$ cat config.mk
export PLATFORM = sky130hd
export DESIGN_NAME = mips_pipe_ctrl
export DESIGN_NICKNAME = d
export VERILOG_FILES = /design/src/rtl/mips_pkg.sv /design/src/rtl/mips_dmem_wait_fsm.sv /design/src/rtl/mips_pipe_ctrl.sv
export SDC_FILE = /design/constraint.sdc
export NUM_CORES = 1
export LEC_CHECK = 0
export ABC_CLOCK_PERIOD_IN_PS = 2900
export CAP_MARGIN = 20
export CORE_AREA = 2 2 44 46
export CTS_BUF_LIST = sky130_fd_sc_hd__clkbuf_2 sky130_fd_sc_hd__clkbuf_4 sky130_fd_sc_hd__clkbuf_8
export DETAILED_ROUTE_END_ITERATION = 16
export DIE_AREA = 0 0 46 48
export GPL_TIMING_DRIVEN = 1
export PLACE_DENSITY = 0.76
export SLEW_MARGIN = 10
export SYNTH_ARGS = -nofsm -noshare
export SYNTH_HDL_FRONTEND = slang
export SYNTH_HIERARCHICAL = 1
export SYNTH_SLANG_ARGS = --single-unit
$ cat constraint.sdc
create_clock -name clk -period 2.9 [get_ports clk]
set_input_delay 0.58 -clock clk [delete_from_list [all_inputs] [get_ports clk]]
set_output_delay 0.58 -clock clk [all_outputs]
set_load 0.005 [all_outputs]
$ cat src/rtl/mips_pkg.sv
// Shared core types: opcodes and pipeline-control state encoding.
package mips_pkg;

  typedef enum logic [3:0] {
    NEM_NOP,
    NEM_ADD,
    NEM_SUB,
    NEM_LW,
    NEM_SW,
    NEM_BEQ,
    NEM_J
  } t_instr_pnmen;

  typedef enum logic [1:0] {
    RUN,
    MEM_WAIT,
    ERR
  } t_pipe_ctrl_state;

  localparam int unsigned DEFAULT_MEM_TIMEOUT = 16;

  function automatic logic is_mem_op(t_instr_pnmen op);
    return (op == NEM_LW) || (op == NEM_SW);
  endfunction

endpackage

$ cat src/rtl/mips_dmem_wait_fsm.sv
// Data-memory wait tracker: owns the bus wait state, the wait counter, the
// global stall and the sticky timeout error.
module mips_dmem_wait_fsm
  import mips_pkg::*;
#(
  parameter int unsigned MEM_TIMEOUT = DEFAULT_MEM_TIMEOUT,
  parameter int unsigned CNT_W       = $clog2(MEM_TIMEOUT + 1)
) (
  input  logic             clk,
  input  logic             rst,
  input  logic             mem_req_m,
  input  logic             dmem_ack_m,
  output logic             stall_all,
  output logic             dmem_err,
  output logic [CNT_W-1:0] wait_cnt
);

  localparam logic [CNT_W-1:0] TimeoutCnt = CNT_W'(MEM_TIMEOUT);

  t_pipe_ctrl_state state_q, state_d;
  logic [CNT_W-1:0] cnt_q, cnt_d;

  // State and wait-counter registers.
  always_ff @(posedge clk or negedge rst) begin
    if (!rst) begin
      state_q <= RUN;
      cnt_q   <= '0;
    end else begin
      state_q <= state_d;
      cnt_q   <= cnt_d;
    end
  end

  // Next state: wait for the ack, give up after MEM_TIMEOUT wait cycles.
  always_comb begin
    state_d = state_q;
    cnt_d   = cnt_q;
    case (state_q)
      RUN: begin
        if (mem_req_m && !dmem_ack_m) begin
          state_d = MEM_WAIT;
          cnt_d   = CNT_W'(1);
        end else begin
          cnt_d = '0;
        end
      end
      MEM_WAIT: begin
        if (dmem_ack_m) begin
          state_d = RUN;
          cnt_d   = '0;
        end else if (cnt_q == TimeoutCnt) begin
          state_d = ERR;
        end else begin
          cnt_d = cnt_q + CNT_W'(1);
        end
      end
      ERR: ;
      default: state_d = ERR;
    endcase
  end

  // Outputs: an ack releases the stall in the cycle it arrives; ERR freezes all.
  always_comb begin
    stall_all = 1'b0;
    dmem_err  = 1'b0;
    case (state_q)
      RUN:      stall_all = mem_req_m & ~dmem_ack_m;
      MEM_WAIT: stall_all = ~dmem_ack_m;
      default: begin
        stall_all = 1'b1;
        dmem_err  = 1'b1;
      end
    endcase
  end

  assign wait_cnt = cnt_q;

endmodule

$ cat src/rtl/mips_pipe_ctrl.sv
// Central pipeline control: stage valid bits, stall/flush generation and the
// forwarding write-enable qualifiers.
module mips_pipe_ctrl
  import mips_pkg::*;
#(
  parameter int unsigned MEM_TIMEOUT = DEFAULT_MEM_TIMEOUT,
  parameter int unsigned CNT_W       = $clog2(MEM_TIMEOUT + 1)
) (
  input  logic             clk,
  input  logic             rst,
  input  logic             fetch_valid_f,
  input  logic             branch_taken_e,
  input  t_instr_pnmen     intr_opcode_m,
  input  logic             reg_write_m,
  input  logic             reg_write_w,
  input  logic             dmem_ack_m,
  output logic             stall_f,
  output logic             stall_d,
  output logic             stall_e,
  output logic             stall_m,
  output logic             flush_d,
  output logic             flush_e,
  output logic             valid_d,
  output logic             valid_e,
  output logic             valid_m,
  output logic             valid_w,
  output logic             reg_write_hzd_free_m,
  output logic             reg_write_hzd_free_w,
  output logic             reg_write_hzd_free_w_plus1,
  output logic             dmem_err,
  output logic [CNT_W-1:0] wait_cnt
);

  logic mem_req_m;
  logic stall_all;
  logic flush;
  logic valid_w_plus1;
  logic reg_write_w_plus1;

  assign mem_req_m = valid_m & is_mem_op(intr_opcode_m);

  mips_dmem_wait_fsm #(
    .MEM_TIMEOUT(MEM_TIMEOUT),
    .CNT_W      (CNT_W)
  ) u_wait_fsm (
    .clk       (clk),
    .rst       (rst),
    .mem_req_m (mem_req_m),
    .dmem_ack_m(dmem_ack_m),
    .stall_all (stall_all),
    .dmem_err  (dmem_err),
    .wait_cnt  (wait_cnt)
  );

  // A stalled E re-presents the branch, so the flush lands in the release cycle.
  assign flush   = branch_taken_e & valid_e & ~stall_all;
  assign flush_d = flush;
  assign flush_e = flush;
  assign stall_f = stall_all;
  assign stall_d = stall_all;
  assign stall_e = stall_all;
  assign stall_m = stall_all;

  // Valid chain: on stall F..M hold and a bubble drains into W.
  always_ff @(posedge clk or negedge rst) begin
    if (!rst) begin
      valid_d <= 1'b0;
      valid_e <= 1'b0;
      valid_m <= 1'b0;
      valid_w <= 1'b0;
    end else if (stall_all) begin
      valid_w <= 1'b0;
    end else begin
      valid_d <= fetch_valid_f & ~flush;
      valid_e <= valid_d & ~flush;
      valid_m <= valid_e;
      valid_w <= valid_m;
    end
  end

  // W+1 history for the oldest forwarding source; never stalled.
  always_ff @(posedge clk or negedge rst) begin
    if (!rst) begin
      valid_w_plus1     <= 1'b0;
      reg_write_w_plus1 <= 1'b0;
    end else begin
      valid_w_plus1     <= valid_w;
      reg_write_w_plus1 <= reg_write_w;
    end
  end

  assign reg_write_hzd_free_m       = reg_write_m & valid_m;
  assign reg_write_hzd_free_w       = reg_write_w & valid_w;
  assign reg_write_hzd_free_w_plus1 = reg_write_w_plus1 & valid_w_plus1;

endmodule

; After elaboration in Yosys (flattened, before gate mapping)
; Index checks and enable logic that the tools add are counted.
[totals]
reg_bits = 13
in_bits = 11
out_inout_bits = 19
[classes]
n_addsub = 1
n_eq_ne = 8
n_mux = 11
bitwise_logic = 13
reduce_logical = 8
[op_table]
columns = cell, n
row1 = $mux 5, 2
row2 = $pmux 5 s2, 1
row3 = $and 1x1->1, 9
row4 = $mux 2, 3
row5 = $pmux 2 s3, 1
row6 = $add 5x1->5 const B, 1
row7 = $eq 5x5->1 const B, 1
row8 = $eq 4x2->1 const B, 1
row9 = $eq 4x3->1 const B, 1
row10 = $not 1->1, 4
row11 = $mux 1, 3
row12 = $ne 3x2->1 const B, 1
row13 = $ne 3x3->1 const B, 1
row14 = $reduce_and 3->1, 1
row15 = $eq 2x1->1 const B, 1
row16 = $eq 2x2->1 const B, 1
row17 = $logic_not 2->1, 1
row18 = $ne 2x1->1 const B, 1
row19 = $pmux 1 s2, 1
row20 = $reduce_and 2->1, 1
row21 = $reduce_bool 2->1, 1
row22 = $reduce_or 2->1, 1
row23 = $logic_and 1x1->1, 1
row24 = $logic_not 1->1, 1
row25 = $logic_or 1x1->1, 1

; Depth between registers and ports, before layout
; Gate-level depths: netlist of run 1.
[depth]
word_depth = 9
mapped_depth = 6
ltp_nobuf = 6

; By module
; The synthesis of run 1 kept the hierarchy.
[modules_own_cells]
columns = mod, n_inst, cells_each, area_per_inst_um2, seq_area_each_um2
row1 = mips_dmem_wait_fsm, 1, 40, 387.9, 175.2
row2 = mips_pipe_ctrl, 1, 25, 285.3, 150.1

; Worst setup path after synthesis of run 1
; OpenSTA, ideal clock, no wires.
[synth_path]
path_kind = input -> output
start = input intr_opcode_m[1]
end = output flush_e
t_arrival_ps = 1966
slack_ps = 354
stages = 6
path_buffers = 1
path_cell_list = or3b_1 a21oi_2 nor2_1 o21bai_1 nor2_1 buf_4
[synth_between]
elab_chain_cells = 7
[synth_rtl]
columns = item, line_no
row1 = start: declaration, mips_pipe_ctrl.sv:13  ; input t_instr_pnmen intr_opcode_m,
row2 = $eq 4x2->1 or $eq 4x3->1 (tied branches), mips_pkg.sv:23  ; return (op == NEM_LW) || (op == NEM_SW);
row3 = $logic_or 1x1->1 *, mips_pkg.sv:23
row4 = $and 1x1->1 *, mips_pipe_ctrl.sv:40  ; assign mem_req_m = valid_m & is_mem_op(intr_opcode_m);
row5 = via mem_req_m, mips_pipe_ctrl.sv:34  ; logic mem_req_m;
row6 = $and 1x1->1 *, mips_dmem_wait_fsm.sv:67  ; RUN: stall_all = mem_req_m & ~dmem_ack_m;
row7 = $pmux 1 s2 *, mips_dmem_wait_fsm.sv:66  ; case (state_q)
row8 = via stall_d, mips_pipe_ctrl.sv:18  ; output logic stall_d,
row9 = $not 1->1 *, mips_pipe_ctrl.sv:56  ; assign flush = branch_taken_e & valid_e & ~stall_all;
row10 = $and 1x1->1 *, mips_pipe_ctrl.sv:56
row11 = end: declaration, mips_pipe_ctrl.sv:22  ; output logic flush_e,
; Mark *: on every way through the listed nets, which the timed path passes. The rest lies on a longest branch.

; Worst setup path in the final report of run 1
[layout_path]
start = input intr_opcode_m[2]
end = output stall_f
[layout_between]
elab_chain_cells = 5
[layout_rtl]
columns = item, line_no
row1 = $eq 4x2->1 or $eq 4x3->1 (tied branches), mips_pkg.sv:23
row2 = $logic_or 1x1->1 *, mips_pkg.sv:23
row3 = $and 1x1->1 *, mips_pipe_ctrl.sv:40
row4 = via mem_req_m, mips_pipe_ctrl.sv:34
row5 = $and 1x1->1 *, mips_dmem_wait_fsm.sv:67
row6 = $pmux 1 s2 *, mips_dmem_wait_fsm.sv:66
row7 = end: declaration, mips_pipe_ctrl.sv:17  ; output logic stall_f,
; Marks and branches as above.

==> key figures, run 1 <==
Outcome
  • Outcome: finished, final reports clean

Worst setup path
  • WS Path Type: in2out
  • Startpoint Class: primary input
  • Crit path top cell by count: buf_4
  • CP max-delay cell: clkdlybuf4s50_1
  • Arrival @ worst endpoint: 2.20 ns
  • Crit path buf inv count: 4
  • CP Capture Type: output port
  • WP data required: 2.32 ns
  • CP peak stage delay: 0.46 ns
  • Delay-heaviest family, CP: buffers and inverters
  • Worst-path cell chain: clkdlybuf4s50_1 > or3b_1 > a21oi_2 > nor2_1 > o21bai_1 > buf_4 > buf_4 > dlygate4sd2_1
  • Crit-path max FO: 5

Synth
  • Sequential area share after synthesis: 48.3%
  • FF+latch count, synth: 13
  • Cell Area, Synth: 673 um2
  • Post-synth cell types: 26
  • Syn avg cell area: 10.4 um2
  • Syn Inst Count: 65
  • Main combinational cell family by area after synthesis: simple AND/OR/NAND/NOR gates
  • Compound-Gate Fraction of Synth Area: 15.1%
  • Post-Synth Adder-Cell Area: 3.72%
  • Synth Area in XOR/XNOR: 0%
  • Synth warnings: 6
  • Syn_nets: 78
  • Post-synthesis simple-gate area fraction: 23.2%
  • Mux cell area share after synthesis: 1.67%

GRT
  • M1 GR Usage: 18.9%
  • Grt met3 use: 2.64%
  • Grt total ovfl: 0
  • Busiest grt layer: met2
  • Vias in the first global route: 548
  • Antenna violations before repair: 0
  • Met2 Usage GRT: 25.3%
  • Global-route wire length before repair: 2.35 mm
  • Largest net degree at the start of global routing: 14
  • GRT Total Usage: 15.4%

Clocking
  • Clock root buffer master: clkbuf_4
  • CTS sink cnt: 13
  • CTS buffer count: 3
  • Clock transition at path regs: 0.08 ns
  • Clock buffer depth: 2
  • H-tree Lvls: 1
  • CTS tree: done
  • Worst-Skew Late Latency: 0.26 ns

Final layout
  • Layout area overhead: 48.3%
  • Final nets: 110
  • Diodes inserted: 0
  • Post-layout util: 59.1%
  • Commonest non-fill, non-tap cell in the layout: clkdlybuf4s50_1
  • Share of cells above drive strength 1: 10.4%
  • Commonest non-fill, non-tap cells in the layout: clkdlybuf4s50_1, dfrtp_1, dlygate4sd2_1

Timing
  • Tightest Pin Transition: 0.574 ns
  • Final hold vios: 0
  • RSZ-0062 raised after global routing: no
  • Top achievable clock speed: 360 MHz
  • Hold Slack: 0.397 ns
  • Final Skew: 0.00156 ns
  • Post-route clock period utilization: 95.8%
  • Final number of setup-violating endpoints: 0
  • Fin crit period: 2.78 ns
  • Final worst slack: 0.123 ns
  • Final Max Slew Viols: 0
  • Relative slew slack: 61.6%

Power and ir drop
  • PwrDens: 399 nW/um2
  • Worst vdd ir: 0.000169 V
  • Total power: 0.399 mW
  • Leakage power: 0.461 nW

Routing
  • Detailed Routing Iterations Pass 1: 4
  • Via total after detailed routing: 572
  • Routed wire length: 1.39 mm
  • DR vias/cell: 5.06
  • Initial DRC count: 6
  • Post-DRT Antenna Nets: 0
  • WL/cell: 12.3 um
  • Post-route DRC: 0

Floorplanning
  • Chip Height: 48 um
  • Initial Util: 39.9%
  • Core Footprint: 1690 um2
  • Die area: 2210 um2
  • Cell Rows: 15
  • I/O pins: 30
  • Die W: 46 um

Place
  • GPL Wtd Cong: 0.756
  • Dpl ws: -0.0705 ns
  • Number of buffers added on ports: 29
  • Detailed Place HPWL: 1.08 mm

Job
  • MaxCap Viol Count: 0

Min path
  • Hold Crit Class: reg2reg
power by group:
group / switching, mW / internal (mW) / total, mW
Combinational: 0.0252 / 0.0532 / 0.0784
Sequential: 0.00947 / 0.193 / 0.203
Clock: 0.0553 / 0.0625 / 0.118
Total: 0.0900 / 0.309 / 0.399
path summary, 6_finish.rpt:
path,start,end,slack (ns),cells past startpoint
setup / recovery,intr_opcode_m[2],stall_f,0.12,8
hold / removal,valid_w,valid_w_plus1,0.40,0
setup reg to reg,valid_m,valid_m,1.29,8
hold reg to reg,valid_w,valid_w_plus1,0.40,0
max in group asynchronous,rst,u_wait_fsm/state_q[0],1.85,1
min in group asynchronous,rst,u_wait_fsm/wait_cnt[2],0.68,1
synth_stat cells:
cell / number / area [um2]
a2111oi_1: 1 / 10.0
a21o_1: 1 / 7.51
a21oi_1: 1 / 5.00
a21oi_2: 1 / 8.76
a22o_1: 5 / 43.8
and2_1: 3 / 18.8
and4bb_1: 1 / 12.5
buf_2: 1 / 5.00
buf_4: 4 / 30.0
clkbuf_1: 1 / 3.75
dfrtp_1: 13 / 325
ha_1: 2 / 25.0
inv_1: 4 / 15.0
mux2_2: 1 / 11.3
nand2_1: 2 / 7.51
nand2b_1: 3 / 18.8
nand3_1: 4 / 20.0
nand3b_1: 1 / 7.51
nor2_1: 3 / 11.3
nor2b_1: 5 / 31.3
nor3_1: 1 / 5.00
o21ai_1: 1 / 5.00
o21bai_1: 2 / 15.0
o22ai_1: 1 / 6.26
or3b_1: 1 / 8.76
or4_1: 2 / 15.0
layer usage:
metal | vias up | share of wire, %
met2 | 19 | 49
met4 | 0 | 1.4
met3 | 2 | 4.3
met1 | 264 | 45
met5 | - | 0
li1 | 287 | -
sequential cells by signal (all words and copies together), names as in the netlist:
register	flops
reg_write_w_plus1	1
valid_w_plus1	1
valid_w	1
valid_m	1
u_wait_fsm/state_q	2
u_wait_fsm/wait_cnt	5
valid_e	1
valid_d	1
logic make-up (layout without fill, tap and decap cells):
logic type | after synthesis | after routing
and+or+nand+nor | 26 | 26
AOI/OAI and AO/OA | 13 | 13
DFF | 13 | 13
buffers and inverters | 10 | 41
adders and majority gates | 2 | 2
muxes | 1 | 1
repair_timing:
item / CTS / global route
hold buffers: 0 / 0
resized for setup: 6 / 0
setup buffers: 1 / 0
setup endpoints to repair: 6 / 0
area by class of cell:
type	count	area, um2
Timing Repair Buffer	33	313
Clock buffer	4	30.0
Tap cell	17	21.3
Multi-Input combinational cell	42	294
Fill cell	144	691
Sequential cell	13	325
Inverter	4	15.0
through the flow:
stage / area [um2] / instances / TNS [ns]
floorplan: 673 / 65 / 0
global placement: 968 / 108 / -0.240
detailed placement: 968 / 108 / -0.331
CTS: 998 / 113 / 0
global route: 998 / 113 / 0
finish: 998 / 113 / 0
Power figures use the tool's default switching activity.
==> inputs of run 2 (changes only) <==
--- a/config.mk
+++ b/config.mk
@@ -7,12 +7,13 @@
 export LEC_CHECK = 0
 export ABC_CLOCK_PERIOD_IN_PS = 2900
 export CAP_MARGIN = 20
-export CORE_AREA = 2 2 44 46
+export CORE_AREA = 2 2 39 41
 export CTS_BUF_LIST = sky130_fd_sc_hd__clkbuf_2 sky130_fd_sc_hd__clkbuf_4 sky130_fd_sc_hd__clkbuf_8
 export DETAILED_ROUTE_END_ITERATION = 16
-export DIE_AREA = 0 0 46 48
+export DIE_AREA = 0 0 41 43
+export DONT_BUFFER_PORTS = 1
 export GPL_TIMING_DRIVEN = 1
-export PLACE_DENSITY = 0.76
+export PLACE_DENSITY = 0.66
 export SLEW_MARGIN = 10
 export SYNTH_ARGS = -nofsm -noshare
 export SYNTH_HDL_FRONTEND = slang
==> key figures, run 2 (synthesized netlist as in run 1, its figures left out) <==
Routing
  • WL/cell: 13.8 um
  • Initial DRC count: 0
  • Via total after detailed routing: 467
  • DR vias/cell: 5.77
  • Post-route DRC: 0
  • Detailed Routing Iterations Pass 1: 1
  • Post-DRT Antenna Nets: 0
  • Routed wire length: 1.12 mm

Power and ir drop
  • Leakage power: 0.319 nW
  • Total power: 0.353 mW
  • Worst vdd ir: 0.000253 V
  • PwrDens: 504 nW/um2

Floorplanning
  • Die W: 41 um
  • Die area: 1760 um2
  • Core Footprint: 1380 um2
  • Initial Util: 48.6%
  • Chip Height: 43 um
  • Cell Rows: 14
  • I/O pins: 30

Timing
  • Final Max Slew Viols: 0
  • RSZ-0062 raised after global routing: no
  • Final number of setup-violating endpoints: 0
  • Setup TNS: 0 ns
  • Post-route clock period utilization: 74.4%
  • Final Skew: 0.000504 ns
  • Tightest Pin Transition: 0.568 ns
  • Top achievable clock speed: 464 MHz
  • Final hold vios: 0
  • Fin crit period: 2.16 ns
  • Relative slew slack: 62.0%
  • Hold Slack: 0.334 ns

Clocking
  • H-tree Lvls: 1
  • Postcts setup bufs: 0
  • Number of gates resized after cts: 0
  • CTS buffer count: 3
  • Clock buffer depth: 2
  • CTS sink cnt: 13
  • Clock transition at path regs: 0.08 ns
  • CTS Hold Buffers Added: 1
  • Clock root buffer master: clkbuf_4
  • CTS tree: done
  • Worst-Skew Late Latency: 0.27 ns

Place
  • GPL Wtd Cong: 0.705
  • Placed Area: 662 um2
  • Placed Cells: 76
  • Number of buffers added on ports: 0

GRT
  • Grt total ovfl: 0
  • GRT Total Usage: 15.7%
  • Vias in the first global route: 468
  • Antenna violations before repair: 0
  • Global-route wire length before repair: 1.85 mm
  • Largest net degree at the start of global routing: 14

Worst setup path
  • Worst-path cell chain: or3b_1 > a21oi_2 > nor2_1 > o21bai_1 > buf_4 > nor2_1
  • Crit path buf inv count: 1
  • CP peak stage delay: 0.38 ns
  • CP Capture Type: output port
  • Arrival @ worst endpoint: 1.58 ns
  • Crit-path max FO: 11
  • WS Path Type: in2out
  • WP data required: 2.32 ns
  • Startpoint Class: primary input
  • Delay-heaviest family, CP: simple AND/OR/NAND/NOR gates
  • CP max-delay cell: or3b_1
  • Crit path top cell by count: nor2_1

Final layout
  • Layout area overhead: 4.28%
  • Diodes inserted: 0
  • Max FFs per register: 5
  • Commonest non-fill, non-tap cell in the layout: dfrtp_1
  • Share of cells above drive strength 1: 10.8%
  • Fin cells: 81
  • Final instance area: 702 um2
  • Commonest non-fill, non-tap cells in the layout: dfrtp_1, nor2b_1, a22o_1
  • Final nets: 79

Min path
  • Hold Crit Class: in2reg

Job
  • MaxCap Viol Count: 0

Outcome
  • Outcome: finished, final reports clean
-- run 2: changes by cell type in the layout (fill, tap and decap cells not counted), sizes merged --
| cell | before | now |
|---|---|---|
| buf | 4 | 1 |
| clkdlybuf4s50 | 23 | 0 |
| dlygate4sd2 | 6 | 0 |
| dlygate4sd3 | 0 | 1 |
-- run 2: routing by layer --
layer	up-vias	global-route usage [%]	wire, um
met2	20	24.4	546
li1	225	-	-
met3	0	7.85	98
met4	0	6.00	0
met5	-	0	0
met1	222	17.6	473
-- run 2: worst paths after layout --
check,startpoint,end,depth (start not counted),slack [ns]
min in group asynchronous,rst,u_wait_fsm/wait_cnt[4],1,0.74
worst min register to register,valid_w,valid_w_plus1,0,0.44
worst min-delay path,reg_write_w,reg_write_w_plus1,0,0.33
worst max register to register,u_wait_fsm/wait_cnt[0],u_wait_fsm/state_q[0],4,1.36
max in group asynchronous,rst,u_wait_fsm/wait_cnt[1],1,1.79
worst max-delay path,intr_opcode_m[1],flush_e,6,0.74
-- run 2: cell type report --
| class | instances | area (um2) |
|---|---|---|
| timing repair buffer | 2 | 17.5 |
| fill | 122 | 682 |
| multi-input combinational | 42 | 294 |
| sequential | 13 | 325 |
| clock buffer | 4 | 30.0 |
| tap | 16 | 20.0 |
| inverter | 4 | 15.0 |
-- run 2: stage by stage --
step | utilization (%) | setup WS (ns)
after floorplan | - | 0.354
after global placement | 47.8 | 0.741
after detailed placement | 47.8 | 0.730
after CTS | 50.7 | 0.732
after global routing | 50.7 | 0.623
final | 50.7 | 0.743
-- run 2: report_power, final --
part | switching (mW) | total, mW | leakage [nW] | internal [mW]
Clock | 0.0558 | 0.118 | 0.0184 | 0.0626
Sequential | 0.0114 | 0.205 | 0.171 | 0.193
Combinational | 0.0154 | 0.0305 | 0.129 | 0.0150
Total | 0.0827 | 0.353 | 0.319 | 0.271
==> inputs of run 3 (changes only) <==
--- a/config.mk
+++ b/config.mk
@@ -5,7 +5,7 @@
 export SDC_FILE = /design/constraint.sdc
 export NUM_CORES = 1
 export LEC_CHECK = 0
-export ABC_CLOCK_PERIOD_IN_PS = 2900
+export ABC_CLOCK_PERIOD_IN_PS = 2080
 export CAP_MARGIN = 20
 export CORE_AREA = 2 2 39 41
 export CTS_BUF_LIST = sky130_fd_sc_hd__clkbuf_2 sky130_fd_sc_hd__clkbuf_4 sky130_fd_sc_hd__clkbuf_8
==> constraint.sdc (replaced) <==
create_clock -name clk -period 2.08 [get_ports clk]
set_input_delay 0.416 -clock clk [delete_from_list [all_inputs] [get_ports clk]]
set_output_delay 0.416 -clock clk [all_outputs]
set_load 0.005 [all_outputs]
==> key figures, run 3 (synthesized netlist as in run 1, its figures left out) <==
Timing
  • Top achievable clock speed: 552 MHz
  • Final Max Slew Viols: 0
  • Fin crit period: 1.81 ns
  • Final number of setup-violating endpoints: 0
  • Final Skew: 0.000699 ns
  • Post-route clock period utilization: 87.1%
  • RSZ-0062 raised after global routing: no
  • Setup TNS: 0 ns
  • Tightest Pin Transition: 0.559 ns
  • Relative slew slack: 62.6%
  • Final hold vios: 0

Min path
  • Hold Crit Class: in2reg

Floorplanning
  • Cell Rows: 14
  • Core Footprint: 1380 um2
  • Initial Util: 48.6%
  • Chip Height: 43 um
  • I/O pins: 30
  • Die W: 41 um
  • Die area: 1760 um2

Clocking
  • Worst-Skew Late Latency: 0.26 ns
  • H-tree Lvls: 1
  • CTS tree: done
  • CTS sink cnt: 13
  • CTS buffer count: 3
  • Clock root buffer master: clkbuf_4
  • Clock buffer depth: 2
  • Clock transition at path regs: 0.07 ns
  • Number of gates resized after cts: 0

GRT
  • Global-route wire length before repair: 1.88 mm
  • Antenna violations before repair: 0
  • Largest net degree at the start of global routing: 14
  • GRT Total Usage: 15.8%
  • Vias in the first global route: 437
  • Grt total ovfl: 0

Routing
  • Post-route DRC: 0
  • DR vias/cell: 5.80
  • WL/cell: 13.9 um
  • Routed wire length: 1.12 mm
  • Detailed Routing Iterations Pass 1: 4
  • Via total after detailed routing: 470
  • Initial DRC count: 4
  • Post-DRT Antenna Nets: 0

Power and ir drop
  • Leakage power: 0.324 nW
  • PwrDens: 693 nW/um2
  • Worst vdd ir: 0.000395 V

Worst setup path
  • Startpoint Class: primary input
  • Delay-heaviest family, CP: simple AND/OR/NAND/NOR gates
  • CP peak stage delay: 0.37 ns
  • Crit path buf inv count: 1
  • CP Capture Type: output port
  • WP data required: 1.66 ns
  • Worst-path cell chain: or3b_1 > a21oi_2 > nor2_1 > o21bai_2 > buf_4
  • Arrival @ worst endpoint: 1.39 ns
  • Crit-path max FO: 8
  • WS Path Type: in2out
  • CP max-delay cell: or3b_1

Final layout
  • Final nets: 79
  • Diodes inserted: 0
  • Max FFs per register: 5
  • Share of cells above drive strength 1: 12.3%
  • Commonest non-fill, non-tap cell in the layout: dfrtp_1
  • Commonest non-fill, non-tap cells in the layout: dfrtp_1, nor2b_1, a22o_1
  • Fin cells: 81
  • Layout area overhead: 4.83%

Place
  • Placed Cells: 76
  • Number of buffers added on ports: 0
  • GPL Wtd Cong: 0.694
  • Detailed Place HPWL: 842 um

Outcome
  • Outcome: finished, final reports clean

Job
  • MaxCap Viol Count: 0
## run 3: stage by stage
step | hold slack [ns] | setup WS [ns] | cell area [um2] | power (mW) | utilization, %
floorplan | 0.120 | 0.0804 | 677 | 0.324 | -
global placement | 0.121 | 0.283 | 666 | 0.327 | 48.1
detailed placement | 0.121 | 0.267 | 666 | 0.328 | 48.1
CTS | 0.160 | 0.265 | 706 | 0.500 | 51.0
global route | 0.148 | 0.169 | 706 | 0.528 | 51.0
finish | 0.173 | 0.269 | 706 | 0.489 | 51.0
## run 3: power breakdown
part / internal (mW) / switching (mW) / total [mW]
registers: 0.269 / 0.0156 / 0.285
logic: 0.0210 / 0.0215 / 0.0425
clock network: 0.0872 / 0.0747 / 0.162
total: 0.378 / 0.112 / 0.489
## run 3: final cells by class
cell class | count | area (um2)
Fill cell | 128 | 678
Multi-Input combinational cell | 42 | 298
Sequential cell | 13 | 325
Timing Repair Buffer | 2 | 17.5
Tap cell | 16 | 20.0
Inverter | 4 | 15.0
Clock buffer | 4 | 30.0
## run 3: final timing paths
kind                                        start                     end  cells past startpoint  slack [ns]
max                              intr_opcode_m[1]                 stall_e                      5        0.27
max in group asynchronous                     rst   u_wait_fsm/state_q[1]                      1        1.14
min in group asynchronous                     rst  u_wait_fsm/wait_cnt[3]                      1        0.58
max reg2reg                u_wait_fsm/wait_cnt[0]  u_wait_fsm/wait_cnt[0]                      5        0.58
min reg2reg                               valid_w           valid_w_plus1                      0        0.43
min                                   reg_write_w       reg_write_w_plus1                      0        0.17
## run 3: layer usage
layer  track usage (%)  vias up  wire length (um)
met2              20.6       19               483
met3              7.85        2               100
met1              20.9      223               520
met4              8.00        0                17
met5                 0        -                 0
li1                  -      226                 -
## run 3: timing repair
| action | in CTS | in global routing |
|---|---|---|
| hold endpoints to repair | 13 | 0 |
| setup buffers | 0 | 0 |
| hold buffers | 1 | 0 |
| setup endpoints to repair | 0 | 0 |
